==> src/rtl/fn1_mul_pipe_hs.sv <==
// Pipelined multiplier with valid/ready handshake, per-operand signedness and configurable depth.
// Optional saturation of narrowed products via `FN1_MUL_PIPE_HS_SAT_EN.
module fn1_mul_pipe_hs #(
    parameter int A_WIDTH   = 11,
    parameter int B_WIDTH   = 9,
    parameter int P_WIDTH   = 20,
    parameter bit A_SIGNED  = 1'b0,
    parameter bit B_SIGNED  = 1'b0,
    parameter int NUM_STAGE = 4
) (
    input  logic               clk,
    input  logic               reset,
    input  logic               ce,
    input  logic               in_valid,
    output logic               in_ready,
    input  logic [A_WIDTH-1:0] din0,
    input  logic [B_WIDTH-1:0] din1,
    output logic               out_valid,
    input  logic               out_ready,
    output logic [P_WIDTH-1:0] dout
);

    localparam int          W          = A_WIDTH + B_WIDTH;
    localparam int unsigned NP         = NUM_STAGE - 2;
    localparam bit          RES_SIGNED = A_SIGNED | B_SIGNED;

    logic               stall;
    logic               v1_q;
    logic [A_WIDTH-1:0] a_q;
    logic [B_WIDTH-1:0] b_q;
    logic [W-1:0]       a_x;
    logic [W-1:0]       b_x;
    logic [W-1:0]       prod_comb;
    logic [W-1:0]       last_prod;
    logic               last_v;
    logic [P_WIDTH-1:0] mapped;
    logic [P_WIDTH-1:0] dout_q;
    logic               ov_q;

    assign stall     = ~ce | (ov_q & ~out_ready);
    assign in_ready  = ~stall;
    assign out_valid = ov_q;
    assign dout      = dout_q;

    // Extending both operands to W bits makes the low W bits of a plain multiply exact.
    assign a_x       = {{B_WIDTH{A_SIGNED & a_q[A_WIDTH-1]}}, a_q};
    assign b_x       = {{A_WIDTH{B_SIGNED & b_q[B_WIDTH-1]}}, b_q};
    assign prod_comb = a_x * b_x;

    always_ff @(posedge clk or negedge reset) begin
        if (!reset) begin
            v1_q <= 1'b0;
            a_q  <= '0;
            b_q  <= '0;
        end else if (!stall) begin
            v1_q <= in_valid;
            if (in_valid) begin
                a_q <= din0;
                b_q <= din1;
            end
        end
    end

    generate
        if (NP > 0) begin : g_prod
            logic [W-1:0] prod_q [NP];
            logic         pv_q   [NP];

            always_ff @(posedge clk or negedge reset) begin
                if (!reset) begin
                    for (int unsigned i = 0; i < NP; i++) begin
                        prod_q[i] <= '0;
                        pv_q[i]   <= 1'b0;
                    end
                end else if (!stall) begin
                    pv_q[0] <= v1_q;
                    if (v1_q) prod_q[0] <= prod_comb;
                    for (int unsigned i = 1; i < NP; i++) begin
                        pv_q[i] <= pv_q[i-1];
                        if (pv_q[i-1]) prod_q[i] <= prod_q[i-1];
                    end
                end
            end

            assign last_prod = prod_q[NP-1];
            assign last_v    = pv_q[NP-1];
        end else begin : g_noprod
            assign last_prod = prod_comb;
            assign last_v    = v1_q;
        end

        if (P_WIDTH > W) begin : g_ext
            assign mapped = {{(P_WIDTH-W){RES_SIGNED & last_prod[W-1]}}, last_prod};
        end else if (P_WIDTH == W) begin : g_same
            assign mapped = last_prod;
        end else begin : g_narrow
`ifdef FN1_MUL_PIPE_HS_SAT_EN
            // Signed result fits iff all bits from W-1 down to P_WIDTH-1 agree.
            always_comb begin
                mapped = last_prod[P_WIDTH-1:0];
                if (RES_SIGNED) begin
                    if (!(&last_prod[W-1:P_WIDTH-1]) && (|last_prod[W-1:P_WIDTH-1]))
                        mapped = last_prod[W-1] ? {1'b1, {(P_WIDTH-1){1'b0}}}
                                                : {1'b0, {(P_WIDTH-1){1'b1}}};
                end else if (|last_prod[W-1:P_WIDTH]) begin
                    mapped = '1;
                end
            end
`else
            logic unused_hi;
            assign unused_hi = ^last_prod[W-1:P_WIDTH];
            assign mapped    = last_prod[P_WIDTH-1:0];
`endif
        end
    endgenerate

    always_ff @(posedge clk or negedge reset) begin
        if (!reset) begin
            ov_q   <= 1'b0;
            dout_q <= '0;
        end else if (!stall) begin
            ov_q <= last_v;
            if (last_v) dout_q <= mapped;
        end
    end

endmodule

==> config.mk <==
export PLATFORM = sky130hd
export DESIGN_NAME = fn1_mul_pipe_hs
export DESIGN_NICKNAME = d
export VERILOG_FILES = /design/src/rtl/fn1_mul_pipe_hs.sv
export SDC_FILE = /design/constraint.sdc
export NUM_CORES = 1
export LEC_CHECK = 0
export CORE_AREA = 2 2 141 143
export CTS_CLUSTER_DIAMETER = 100
export DETAILED_ROUTE_END_ITERATION = 16
export DIE_AREA = 0 0 143 145
export GPL_ROUTABILITY_DRIVEN = 0
export PLACE_DENSITY = 0.58
export SLEW_MARGIN = 20
export SYNTH_ARGS = -nofsm -noshare
export SYNTH_HDL_FRONTEND = slang
export SYNTH_SLANG_ARGS = --single-unit
==> constraint.sdc <==
create_clock -name clk -period 4.3 [get_ports clk]
set_input_delay 0.645 -clock clk [delete_from_list [all_inputs] [get_ports clk]]
set_output_delay 0.645 -clock clk [all_outputs]
set_load 0.005 [all_outputs]
==> results of run 1 <==
==> critical path, cell delays in order (launching register included) <==
cell	delay, ns
dfrtp_2	0.46
buf_6	0.13
nand2_2	0.05
fa_1	0.44
fa_1	0.56
inv_2	0.04
fa_1	0.52
inv_2	0.04
fa_1	0.51
inv_2	0.05
ha_4	0.29
nand4_1	0.18
nor2_2	0.24
a221oi_2	0.09
or4b_1	0.52
o2111ai_1	0.09
==> cells in the final DEF, fill, tap and decap left out, drive strengths merged, types with 10 or more instances in the layout <==
cell type and instances:
a21oi 10, and2 39, buf 61, clkbuf 10, clkdlybuf4s50 45, dfrtp 84, fa 64, ha 40
inv 101, mux2 61, nand2 100, o21ai 21
==> worst max-delay path by stage <==
stage	from	endpoint	slack, ns	cells past startpoint
floorplan	b_q[7]	g_prod.prod_q[38]	-0.02	18
global placement	b_q[4]	g_prod.prod_q[37]	-0.17	14
detailed placement	b_q[4]	g_prod.prod_q[37]	-0.22	14
CTS	b_q[1]	g_prod.prod_q[38]	0.01	14
global route	a_q[7]	g_prod.prod_q[38]	-0.12	15
finish	b_q[4]	g_prod.prod_q[38]	-0.0003	15
==> sequential cells by signal, indices dropped and copies added, names as in the netlist <==
register	cells
last_prod	20
out_valid	1
v1_q	1
g_prod.pv_q	1
a_q	11
b_q	9
g_prod.prod_q	20
dout	20
last_v	1
==> what timing repair did <==
item / 4_1_cts / 5_1_grt
buffers inserted: 8 / 13
pin swaps: 7 / 25
cloned: 0 / 0
hold endpoints to repair: 0 / 0
hold buffers: 0 / 0
resized for setup: 17 / 50
setup endpoints to repair: 8 / 10
==> kinds of logic after synthesis <==
| family | share of synthesized area |
|---|---|
| adders and majority gates | 0.278 |
| DFF | 0.329 |
| and+or+nand+nor | 0.123 |
| AOI/OAI and AO/OA | 0.0614 |
| xor gates and xnor gates | 0.0137 |
| muxes | 0.110 |
| buffers and inverters | 0.0841 |
==> cell type report <==
type                    instances  area, sq um  share of cell area
clock buffers                   9          225              0.0279
clock inverters                 7         71.3             0.00885
inverters                      97          364              0.0452
multi-input cells             402         4000               0.496
flip-flops and latches         84         2120               0.262
well taps                     265          332              0.0411
repair buffers                107          957               0.119
==> stage by stage <==
| step | TNS [ns] | utilization | instances | hold slack (ns) | worst slack (ns) |
|---|---|---|---|---|---|
| after floorplan | -0.0245 | - | 617 | 0.349 | -0.0245 |
| after global placement | -0.328 | 0.382 | 934 | 0.458 | -0.165 |
| final | -0.000328 | 0.420 | 971 | 0.333 | -0.000328 |
| after global routing | -0.401 | 0.420 | 971 | 0.389 | -0.124 |
| after detailed placement | -0.649 | 0.382 | 934 | 0.455 | -0.220 |
| after CTS | 0 | 0.405 | 958 | 0.374 | 0.00975 |
==> metal layers <==
layer  up-vias  GRT usage  routed length (microns)
met5         -          0                        0
li1       2124          -                        -
met2       101      0.225                     6780
met4         0     0.0381                      208
met1      2190      0.179                     6260
met3        21     0.0340                      524
==> run_results.csv, run 1 <==
group,metric,value,unit
logic_synthesis,synth_top_flop_cell,"dfrtp_1",
logic_synthesis,yosysMostFrequentCell,"nand2_1",
cts,cts_tree,"built",
cts,cts-root-buf,"clkbuf_16",
worst_setup_path,worstPathRequired,4.56,ns
sta,hold_viol,0,
logic_synthesis,avgSynthCellArea,10.4,sq um
logic_synthesis,yosys_warnings,0,
detailed_routing,via_per_inst,4.57,
layout,nets,830,
logic_synthesis,syn_inst,617,
worst_setup_path,end_kind,"register",
logic_synthesis,syn-num-nets,746,
detailed_routing,wl_per_cell,14.2,microns
job,maxCapViolations,0,
logic_synthesis,syn_area,0.00640,sq mm
logic_synthesis,ys_seq_elements,84,
logic_synthesis,synth.top_cell.area_share,0.329,
logic_synthesis,async_flop_share,1.00,
logic_synthesis,synth_common_cells,"nand2_1, inv_1, dfrtp_1, fa_1, mux2_2",
min_path,hold_path_class,"input port to async pin",
sta,timing.final.crit_share,1.00,
detailed_routing,vias,4436,
floorplan,dieWidth,143,microns
run_status,failed_checks,"setup timing",
layout,drive_above_1_share,0.278,
worst_setup_path,cp.arrival,4.56,ns
cts,cts.sink_count,84,
sta,max_freq,233,MHz
sta,min_period,4.30,ns
detailed_routing,drt_first_pass_iters,4,
cts,clkTransAtPathRegs,0.07,ns
logic_synthesis,ys_seq_area_frac,0.329,
cts,cts_buffers,9,
placement,placed_area,0.00734,sq mm
worst_setup_path,crit_type,"register to register",
detailed_routing,postRouteAntennaNets,0,
placement,dp_hpwl,10500,microns
layout,antennaDiodeCount,0,
detailed_routing,totalWireLength,13800,microns
worst_setup_path,rr_worst_depth,15,
worst_setup_path,cp-start-kind,"register",
grt,grt_max_degree,58,
grt,grt_pass1_vias,4708,
cts,clockBufferDepth,2,
run_status,status,"finished, violations left",
layout,area_delta_synth_final,26.0,%
worst_setup_path,critPathMaxFanout,5,
cts,h-tree-depth,3,
logic_synthesis,ys_types,49,
floorplan,die_h,145,microns
sta,final-max-slew-violation-count,0,
worst_setup_path,reg2reg_from,"b_q[4]",
sta,setup_ws,-0.000328,ns
floorplan,rows,51,
placement,io_buffers,46,
floorplan,initial_core_util,0.333,
logic_synthesis,synth.area.top_cells,"dfrtp_1, fa_1, mux2_2, ha_1, nand2_1",
floorplan,dieArea,0.0207,sq mm
grt,globalRoute.totalOverflow,0,
worst_setup_path,r2r_setup_slack,-0.0003,ns
worst_setup_path,r2r_end,"g_prod.prod_q[38]",
sta,setup_viol,1,
grt,grt.total_usage,0.137,
grt,grt_first_pass_wirelength,22800,microns
sta,rsz0062_at_grt,"yes",
detailed_routing,first_iter_violations,196,
detailed_routing,drc,0,
grt,antenna_found_initial,0,
sta,worstMarginPinSlew,0.966,ns
cts,worstSkewPairLatency,0.35,ns
logic_synthesis,yosys.area.top_type,"dfrtp_1",
logic_synthesis,synth_edf_count,0,
sta,relSlewSlack,0.354,
floorplan,core,0.0192,sq mm
floorplan,top_level_ports,47,
sta,clock_skew,0.00799,ns
layout,fillers,1835,
layout,design_area,0.00806,sq mm
Power of run 1 is not shown: default switching activity piles up to over one toggle a cycle in this logic, so the estimate is an artifact.
==> run 2: changes to the inputs <==
Settings changed: SLEW_MARGIN 20 to unset.
==> results of run 2 <==
No change in the layout: final DEF, timing and power equal those of run 1.
Power of run 2 is left out for the same reason.
